**src/rtl/grf_write_arbiter_pkg.sv**
```systemverilog
// Shared types for the GRF write-port arbiter: widths, the buffered write-back
// record and the register one-hot decode used to build the pending mask.
package grf_write_arbiter_pkg;

  localparam int REG_W  = 5;
  localparam int DATA_W = 32;
  localparam int NREGS  = 1 << REG_W;

  typedef struct packed {
    logic              valid;
    logic [REG_W-1:0]  rd;
    logic [DATA_W-1:0] data;
    logic [DATA_W-1:0] pc;
  } wb_entry_t;

  function automatic logic [NREGS-1:0] reg_onehot(input logic [REG_W-1:0] r);
    logic [NREGS-1:0] oh;
    oh    = '0;
    oh[r] = 1'b1;
    return oh;
  endfunction

endpackage

```
**src/rtl/grf_write_arbiter_md_result_fifo.sv**
```systemverilog
// Circular buffer of multiply/divide results awaiting the GRF write port.
// Entries can be invalidated in place when a younger write targets the same register.
module md_result_fifo
  import grf_write_arbiter_pkg::*;
#(
  parameter int DEPTH = 4
) (
  input  logic             clk_i,
  input  logic             reset_i,
  input  logic             enq_i,
  input  wb_entry_t        enqEntry_i,
  input  logic             pop_i,
  input  logic             squashEn_i,
  input  logic [REG_W-1:0] squashReg_i,
  output logic             full_o,
  output logic             empty_o,
  output wb_entry_t        head_o,
  output logic [NREGS-1:0] pendingMask_o
);

  localparam int PTR_W = $clog2(DEPTH);
  localparam int CNT_W = PTR_W + 1;
  localparam logic [CNT_W-1:0] FULL_CNT = CNT_W'(DEPTH);

  wb_entry_t        mem_q [DEPTH];
  logic [PTR_W-1:0] head_q, tail_q;
  logic [CNT_W-1:0] count_q;
  logic             doEnq, doPop;

  assign full_o  = (count_q == FULL_CNT);
  assign empty_o = (count_q == '0);
  assign head_o  = mem_q[head_q];
  assign doEnq   = enq_i && !full_o;
  assign doPop   = pop_i && !empty_o;

  // A popped slot drops its valid bit so the pending mask forgets it next cycle.
  always_ff @(posedge clk_i) begin
    if (reset_i) begin
      head_q  <= '0;
      tail_q  <= '0;
      count_q <= '0;
      for (int i = 0; i < DEPTH; i++) begin
        mem_q[i] <= '0;
      end
    end else begin
      for (int i = 0; i < DEPTH; i++) begin
        if (doEnq && (tail_q == PTR_W'(i))) begin
          mem_q[i] <= enqEntry_i;
        end else if (doPop && (head_q == PTR_W'(i))) begin
          mem_q[i].valid <= 1'b0;
        end else if (squashEn_i && (mem_q[i].rd == squashReg_i)) begin
          mem_q[i].valid <= 1'b0;
        end
      end
      if (doEnq) begin
        tail_q <= tail_q + PTR_W'(1);
      end
      if (doPop) begin
        head_q <= head_q + PTR_W'(1);
      end
      case ({doEnq, doPop})
        2'b10:   count_q <= count_q + CNT_W'(1);
        2'b01:   count_q <= count_q - CNT_W'(1);
        default: count_q <= count_q;
      endcase
    end
  end

  always_comb begin
    pendingMask_o = '0;
    for (int i = 0; i < DEPTH; i++) begin
      if (mem_q[i].valid) begin
        pendingMask_o = pendingMask_o | reg_onehot(mem_q[i].rd);
      end
    end
    pendingMask_o[0] = 1'b0;
  end

endmodule

```
**src/rtl/grf_write_arbiter.sv**
```systemverilog
// Single owner of the GRF write port: pipeline results take priority, buffered
// MD results fill idle slots, and a starvation counter forces an MD slot when needed.
module grf_write_arbiter
  import grf_write_arbiter_pkg::*;
#(
  parameter int DEPTH        = 4,
  parameter int STARVE_LIMIT = 8
) (
  input  logic              clk_i,
  input  logic              reset_i,
  input  logic              pipeValid_i,
  input  logic [REG_W-1:0]  pipeReg_i,
  input  logic [DATA_W-1:0] pipeData_i,
  input  logic [DATA_W-1:0] pipePC_i,
  output logic              pipeStall_o,
  input  logic              mdValid_i,
  output logic              mdReady_o,
  input  logic [REG_W-1:0]  mdReg_i,
  input  logic [DATA_W-1:0] mdData_i,
  input  logic [DATA_W-1:0] mdPC_i,
  output logic              regWrite_o,
  output logic [REG_W-1:0]  writeReg_o,
  output logic [DATA_W-1:0] writeData_o,
  output logic [DATA_W-1:0] wpc_o,
  output logic [NREGS-1:0]  pendingMask_o
);

  localparam int STARVE_W = $clog2(STARVE_LIMIT + 1);
  localparam logic [STARVE_W-1:0] STARVE_MAX = STARVE_W'(STARVE_LIMIT);

  logic                stall_q, stall_d;
  logic [STARVE_W-1:0] starve_q, starve_d;
  logic                regWrite_q, regWrite_d;
  logic [REG_W-1:0]    writeReg_q, writeReg_d;
  logic [DATA_W-1:0]   writeData_q, writeData_d;
  logic [DATA_W-1:0]   wpc_q, wpc_d;

  logic      pipeWrite, pop, mdEnq;
  logic      fifoFull, fifoEmpty;
  wb_entry_t enqEntry, headEntry;

  md_result_fifo #(.DEPTH(DEPTH)) u_fifo (
    .clk_i         (clk_i),
    .reset_i       (reset_i),
    .enq_i         (mdEnq),
    .enqEntry_i    (enqEntry),
    .pop_i         (pop),
    .squashEn_i    (pipeWrite),
    .squashReg_i   (pipeReg_i),
    .full_o        (fifoFull),
    .empty_o       (fifoEmpty),
    .head_o        (headEntry),
    .pendingMask_o (pendingMask_o)
  );

  // A pipeline write to r0 is absorbed without using the port, so the FIFO may still pop.
  always_comb begin
    pipeWrite = pipeValid_i && !stall_q && (pipeReg_i != '0);
    pop       = !fifoEmpty && !pipeWrite;
    mdEnq     = mdValid_i && !fifoFull && (mdReg_i != '0);

    enqEntry.valid = !(pipeWrite && (mdReg_i == pipeReg_i));
    enqEntry.rd    = mdReg_i;
    enqEntry.data  = mdData_i;
    enqEntry.pc    = mdPC_i;

    regWrite_d  = 1'b0;
    writeReg_d  = writeReg_q;
    writeData_d = writeData_q;
    wpc_d       = wpc_q;
    if (pipeWrite) begin
      regWrite_d  = 1'b1;
      writeReg_d  = pipeReg_i;
      writeData_d = pipeData_i;
      wpc_d       = pipePC_i;
    end else if (pop && headEntry.valid) begin
      regWrite_d  = 1'b1;
      writeReg_d  = headEntry.rd;
      writeData_d = headEntry.data;
      wpc_d       = headEntry.pc;
    end

    starve_d = (fifoEmpty || pop) ? '0 : starve_q + STARVE_W'(1);
    stall_d  = (starve_d == STARVE_MAX);
  end

  always_ff @(posedge clk_i) begin
    if (reset_i) begin
      stall_q     <= 1'b0;
      starve_q    <= '0;
      regWrite_q  <= 1'b0;
      writeReg_q  <= '0;
      writeData_q <= '0;
      wpc_q       <= '0;
    end else begin
      stall_q     <= stall_d;
      starve_q    <= starve_d;
      regWrite_q  <= regWrite_d;
      writeReg_q  <= writeReg_d;
      writeData_q <= writeData_d;
      wpc_q       <= wpc_d;
    end
  end

  assign pipeStall_o = stall_q;
  assign mdReady_o   = !fifoFull;
  assign regWrite_o  = regWrite_q;
  assign writeReg_o  = writeReg_q;
  assign writeData_o = writeData_q;
  assign wpc_o       = wpc_q;

endmodule
```
**config.mk**
```make
export PLATFORM = sky130hd
export DESIGN_NAME = grf_write_arbiter
export DESIGN_NICKNAME = d
export VERILOG_FILES = /design/src/rtl/grf_write_arbiter_pkg.sv /design/src/rtl/grf_write_arbiter_md_result_fifo.sv /design/src/rtl/grf_write_arbiter.sv
export SDC_FILE = /design/constraint.sdc
export NUM_CORES = 1
export LEC_CHECK = 0
export CORE_MARGIN = 3
export CORE_UTILIZATION = 55
export CTS_CLUSTER_DIAMETER = 80
export DETAILED_ROUTE_END_ITERATION = 8
export PLACE_DENSITY = 0.81
export SLEW_MARGIN = 20
export SYNTH_ARGS = -nofsm -noshare
export SYNTH_HDL_FRONTEND = slang
export SYNTH_SLANG_ARGS = --single-unit
```
**constraint.sdc**
```tcl
create_clock -name clk_i -period 3.5 [get_ports clk_i]
set_clock_uncertainty 0.1 [all_clocks]
set_input_delay 0.525 -clock clk_i [delete_from_list [all_inputs] [get_ports clk_i]]
set_output_delay 0.525 -clock clk_i [all_outputs]
set_load 0.1 [all_outputs]
```
# == Yosys cells after proc, flatten, opt, wreduce, memory -nomap -nowiden ==
# Memory sizes are Yosys's and may differ from the RTL's. A register that Yosys moved wholly into a read port is not among the register bits.
# Index checks and enable logic that the tools add are counted.
# word_totals
register_bits,82
ramBits,280
inputBits,142
out_inout_bits,104
mem_count,1
# classes
addsub,5
n_lt_le_gt_ge,8
eq_ne,15
n_mux,86
n_bitwise,15
reduce_logical,38
# mem_list
name,words,word_bits,rd,rd_ports_with_merged_regs,write_ports,line,source
u_fifo.mem_q,4,70,5,1,4,grf_write_arbiter_md_result_fifo.sv:25,wb_entry_t mem_q [DEPTH];
# op_table
cell,n
$mux 70,4
$mux 32,8
$or 32x32->32,3
$mux 1,64
$eq 5x5->1,5
$logic_and 1x1->1,25
$lt 5x6->1 const B,4
$demux 1 s5,4
$ge 5x1->1 const B,4
$or 1x1->1,12
$eq 2x2->1 const B,5
$mux 5,2
$reduce_bool 5->1,2
$eq 2x1->1 const B,3
$pmux 3 s2,1
$logic_not 1->1,5
$add 2x1->2 const B,2
$add 4x1->4 const B,1
$eq 4x4->1 const B,1
$logic_not 2->1,2
$mux 2,2
$mux 4,1
$reduce_bool 2->1,2
$add 3x1->3 const B,1
other kinds (4),4

# == Logic depth before layout (Yosys ltp) ==
# depth
ltp_word,13
mapped_depth,12
depth_no_buf,9

# == By module ==
# Synthesis repeated with hierarchy kept, for this count alone.
# hier_totals
cells_unflattened,1365
area_unflattened_um2,17631.9
# modules_own_cells
module,n_inst,cells_each,area_per_inst_um2
md_result_fifo,1,929,14041.0
grf_write_arbiter,1,436,3590.9

# == Least setup slack after synthesis ==
# No wires, ideal clock.
# synth_path
kind,flip-flop to flip-flop
start,register u_fifo.count_q[2]
end,memory u_fifo.mem_q[2][69] in the netlist's numbering (enable)
arrival_time_ns,3.016
required_time_ns,3.100
slack_ns,0.084
stages_incl_launch_ff,6
n_path_buf,1
path_cell_list,dfxtp_1 or3b_2 o211a_1 buf_2 a21o_1 a311o_1
# synth_lines
item,line,source
from (decl),grf_write_arbiter_md_result_fifo.sv:27,logic [CNT_W-1:0] count_q;
from (signal assigned),grf_write_arbiter_md_result_fifo.sv:62,2'b10: count_q <= count_q + CNT_W'(1);
from (signal assigned),grf_write_arbiter_md_result_fifo.sv:63,2'b01: count_q <= count_q - CNT_W'(1);
from (signal assigned),grf_write_arbiter_md_result_fifo.sv:64,default: count_q <= count_q;
to (decl),grf_write_arbiter_md_result_fifo.sv:25,

# == Worst setup path in the final report ==
# layout_path
start,register u_fifo.count_q[2]
end,output mdReady_o
# layout_between
elab_chain_len,2
# layout_rtl
item,line,source
$eq 3x3->1,grf_write_arbiter_md_result_fifo.sv:30,assign full_o = (count_q == FULL_CNT);
$logic_not 1->1,grf_write_arbiter.sv:106,assign mdReady_o = !fifoFull;
to (decl),grf_write_arbiter.sv:17,"output logic mdReady_o,"
# Every way passes these cells.

==> results.txt <==
* Layout overhead on the synthesized area: 23.7%
- Counting flops with a built-in enable in the synthesized netlist gives 280.
- In this run the most critical hold path is launched from starve_q[0]$_SDFF_PP0_.
* Total half-perimeter wirelength after legalization and detailed placement: 26500 um
* Number of hold-slack violations in the final timing report: 0
* Proportion of synthesized chip area in sequential cells: 59.7%
- After clock tree synthesis, the setup repair step added 0 buffers.
* Setup violation total in the final timing report: 0
- On the critical path, the stage with the largest delay is an instance of sky130_fd_sc_hd__clkdlybuf4s50_1.
- Entering global routing, the biggest net connects 65 pins.
- Share of async-settable or async-resettable flops after synthesis: 0%
- Cells with a size suffix above 1 make up 18.4% of the layout.
- The max-slew violation total from the final report came to 0.
- For the worst setup path, the data required time is 2870 ps.
* H-tree depth: 2
- The synthesized netlist contains 43 unique library cells.
* Cell type with the highest aggregate area in the netlist: sky130_fd_sc_hd__edfxtp_1
- Placed Instance Area: 19700 um^2
- Antenna violations before repair: 8
- Summed over all cells, the static leakage comes to 7.84 nW.
- The final layout contains 1585 nets.
* Warning count from the yosys run: 0
- In this run the biggest area consumer among cell types represents 49.8% of the synthesized area.
- The clock passes through at most 3 buffers.
- In this run the critical register-to-register path is launched from u_fifo.count_q[2]$_SDFFE_PP0P_.
- Worst slew margin relative to its limit: 32.8%
* Clk sink count: 364
* FP Rows: 63
- Startpoint of the worst setup timing path: u_fifo.count_q[2]$_SDFFE_PP0P_
* Floorplan core area: 30000 um^2
- Setup total negative slack on the finished layout was measured at 0 ps.
* Global-route total usage across every layer: 25.5%
* Final WL: 42600 um
- Max cap viols: 0
- Power spread over the standard cell area amounts to 614 nW/um^2.
* Highest fanout seen on the critical path: 5
* Number of vias after detailed routing: 11221
* Via count of the first global-routing pass: 11706
* First-pass iteration count of the detailed router: 5
* Total I/O pin count: 246
* CTS root buf: sky130_fd_sc_hd__clkbuf_16
- Remaining number of nets flagged by the antenna check after routing: 0
* Share of the clock period used by the worst path: 87.1%
* TritonCTS clock tree: yes
* Summed instance area of the synthesized netlist: 16900 um^2
- Buffers inserted to repair hold after CTS numbered 0.
- Detail-routed net length per standard cell: 23.0 um
- For this configuration, the core starts out at a cell density of 56.4%.
* Data arrival time of the worst path: 2420 ps
- Chain of cells forming the critical path: or3b_2 > clkdlybuf4s50_1
* Post-CTS clock slew at the launch and capture registers of the worst setup and hold paths: 70 ps
- Gates resized during post-CTS repair numbered 0.
- The number of nets in the synthesized netlist is 1371.
* DIE WIDTH: 181 um
- Counting the buffers created by CTS gives 37.
* Synthesized area per cell: 13.9 um^2
* CP Class: register to output pin
- At the end of routability-driven placement, the weighted congestion stood at 0.885.
- Floorplan die area: 32800 um^2
- Max rail drop VDD: 354 uV
- First-pass GRT wire length: 66000 um
- Category of the worst setup path capture point: output pin
* Initial DRC count: 979
- GRT overflow: 0
- For this run, the leading register cell type out of synthesis is sky130_fd_sc_hd__edfxtp_1.
- Slowest stage delay, CP: 990 ps
- DRC violation count after routing: 0
- Synthesis-stage register bit count: 364
- For the finished layout, the period the worst path requires is 3050 ps.
- Instance count of the mapped netlist: 1218
* Die boundary height: 181 um
- Static timing analysis puts the maximum clock frequency at 0.328 GHz.
- Clk Latency, worst-skew pair: 520 ps
- Critical Path Source Type: register
* Count of port buffers added during placement: 244
* Unrepaired setup endpoints after global routing: false
- Worst Tran Pin Value: 1010 ps
* Leading post-synthesis cells by cell area: sky130_fd_sc_hd__edfxtp_1 (50%), sky130_fd_sc_hd__and2_1 (10%), sky130_fd_sc_hd__dfxtp_1 (10%)
- The min-delay analysis places its worst path in the category register to register.
* Detailed-route vias per instance: 6.05
- Outcome: finished, final reports clean
- After routing the design area is 20900 um^2.
[critical path, delay by kind of cell, from the launching register on]
kind | cells | cell delay (ps)
buffers and inverters | 1 | 990
and+or+nand+nor | 1 | 510
DFF | 1 | 400
[worst paths after layout]
kind / to / slack [ps] / cells after the start
min: starve_q[0]$_SDFF_PP0_ / 380 / 1
max reg2reg: u_fifo.count_q[2]$_SDFFE_PP0P_ / 940 / 9
max: mdReady_o / 450 / 2
min reg2reg: starve_q[0]$_SDFF_PP0_ / 380 / 1
[layer usage]
metal | vias to the layer above | GRT usage (%) | part of all wire [%]
met5 | - | 0 | 0.11
met4 | 8 | 7.95 | 2.1
met3 | 79 | 5.34 | 7.5
met2 | 481 | 43.6 | 51
met1 | 5599 | 32.8 | 39
li1 | 5054 | - | -
[placed cells by master (no fill, tap or decap), types with 9 or more instances in the layout]
cell type and instances:
sky130_fd_sc_hd__xnor2_1 17, sky130_fd_sc_hd__nand3b_1 10, sky130_fd_sc_hd__nand2_1 21, sky130_fd_sc_hd__and2_1 277, sky130_fd_sc_hd__ha_1 10, sky130_fd_sc_hd__a22oi_1 13, sky130_fd_sc_hd__nor3_1 13, sky130_fd_sc_hd__clkbuf_1 11
sky130_fd_sc_hd__clkbuf_16 38, sky130_fd_sc_hd__o211ai_1 10, sky130_fd_sc_hd__a221o_2 50, sky130_fd_sc_hd__clkdlybuf4s50_1 210, sky130_fd_sc_hd__o221ai_1 13, sky130_fd_sc_hd__edfxtp_1 280, sky130_fd_sc_hd__dfxtp_1 82, sky130_fd_sc_hd__buf_4 62
sky130_fd_sc_hd__inv_1 9, sky130_fd_sc_hd__nor2_1 23, sky130_fd_sc_hd__and3_1 68, sky130_fd_sc_hd__a21oi_1 19, sky130_fd_sc_hd__buf_12 10, sky130_fd_sc_hd__nand3_1 12, sky130_fd_sc_hd__a221o_1 22, sky130_fd_sc_hd__xor2_1 13
sky130_fd_sc_hd__mux4_2 70
[power breakdown]
part	internal, W	switching (W)	leakage, nW	total (W)
logic	0.00127	0.00211	3.61	0.00338
clock network	0.00231	0.00161	0.599	0.00392
registers	0.00522	0.000318	3.63	0.00554
total	0.00880	0.00403	7.84	0.0128
[state kept, by name, summed over array words and instances (netlist names), named ones only]
signal          flops
starve_q            4
u_fifo.head_q       2
u_fifo.count_q      3
u_fifo.tail_q       2
writeData_o        32
wpc_o              32
u_fifo.mem_q      280
regWrite_o          1
pipeStall_o         1
writeReg_o          5
[kinds of logic (layout without fill, tap and decap cells)]
kind of cell / count (synthesis) / count (layout) / synth area share [%]
and+or+nand+nor: 472 / 472 / 17.1
buffers and inverters: 117 / 360 / 3.36
xor gates and xnor gates: 30 / 30 / 1.56
adders and majority gates: 11 / 11 / 0.859
DFF: 364 / 364 / 59.7
other: 1 / 4 / 0.0222
muxes: 70 / 70 / 9.33
AOI/OAI and AO/OA: 153 / 153 / 8.02
[Yosys cell counts, types with 5 or more instances]
library cell / instances
sky130_fd_sc_hd__edfxtp_1: 280
sky130_fd_sc_hd__and2_1: 277
sky130_fd_sc_hd__dfxtp_1: 84
sky130_fd_sc_hd__clkbuf_1: 77
sky130_fd_sc_hd__and3_1: 72
sky130_fd_sc_hd__mux4_2: 70
sky130_fd_sc_hd__a221o_2: 50
sky130_fd_sc_hd__nor2_1: 23
sky130_fd_sc_hd__a221o_1: 22
sky130_fd_sc_hd__nand2_1: 21
sky130_fd_sc_hd__a21oi_1: 19
sky130_fd_sc_hd__xnor2_1: 17
sky130_fd_sc_hd__a22oi_1: 13
sky130_fd_sc_hd__buf_2: 13
sky130_fd_sc_hd__buf_6: 13
sky130_fd_sc_hd__nor3_1: 13
sky130_fd_sc_hd__o221ai_1: 13
sky130_fd_sc_hd__xor2_1: 13
sky130_fd_sc_hd__nand3_1: 12
sky130_fd_sc_hd__ha_1: 10
sky130_fd_sc_hd__inv_1: 10
sky130_fd_sc_hd__nand3b_1: 10
sky130_fd_sc_hd__o211ai_1: 10
sky130_fd_sc_hd__nor3b_1: 9
sky130_fd_sc_hd__nor4_1: 8
sky130_fd_sc_hd__o22ai_1: 8
sky130_fd_sc_hd__or3b_2: 8
sky130_fd_sc_hd__and3b_1: 6
sky130_fd_sc_hd__o21ai_0: 6
sky130_fd_sc_hd__nor2b_1: 5
[per-stage QoR]
step	worst slack [ps]	power [W]	utilization [%]	hold WS (ps)	std cells
3_3_place_gp	230	0.00894	65.6	370	1783
6_report	451	0.0128	69.7	385	1854
2_1_floorplan	83.7	0.00798	-	345	1218
5_1_grt	437	0.0133	69.7	395	1854
3_5_place_dp	138	0.00900	65.6	373	1783
4_1_cts	445	0.0129	69.7	387	1851
[layout make-up]
type | count | area [um^2]
Multi-Input combinational cell | 737 | 6270
Fill cell | 2038 | 9060
Antenna cell | 3 | 7.51
Inverter | 10 | 37.5
Tap cell | 390 | 488
Clock inverter | 12 | 129
Sequential cell | 364 | 10100
Clock buffer | 56 | 1090
Timing Repair Buffer | 282 | 2770
(Power assumes the default switching activity.)
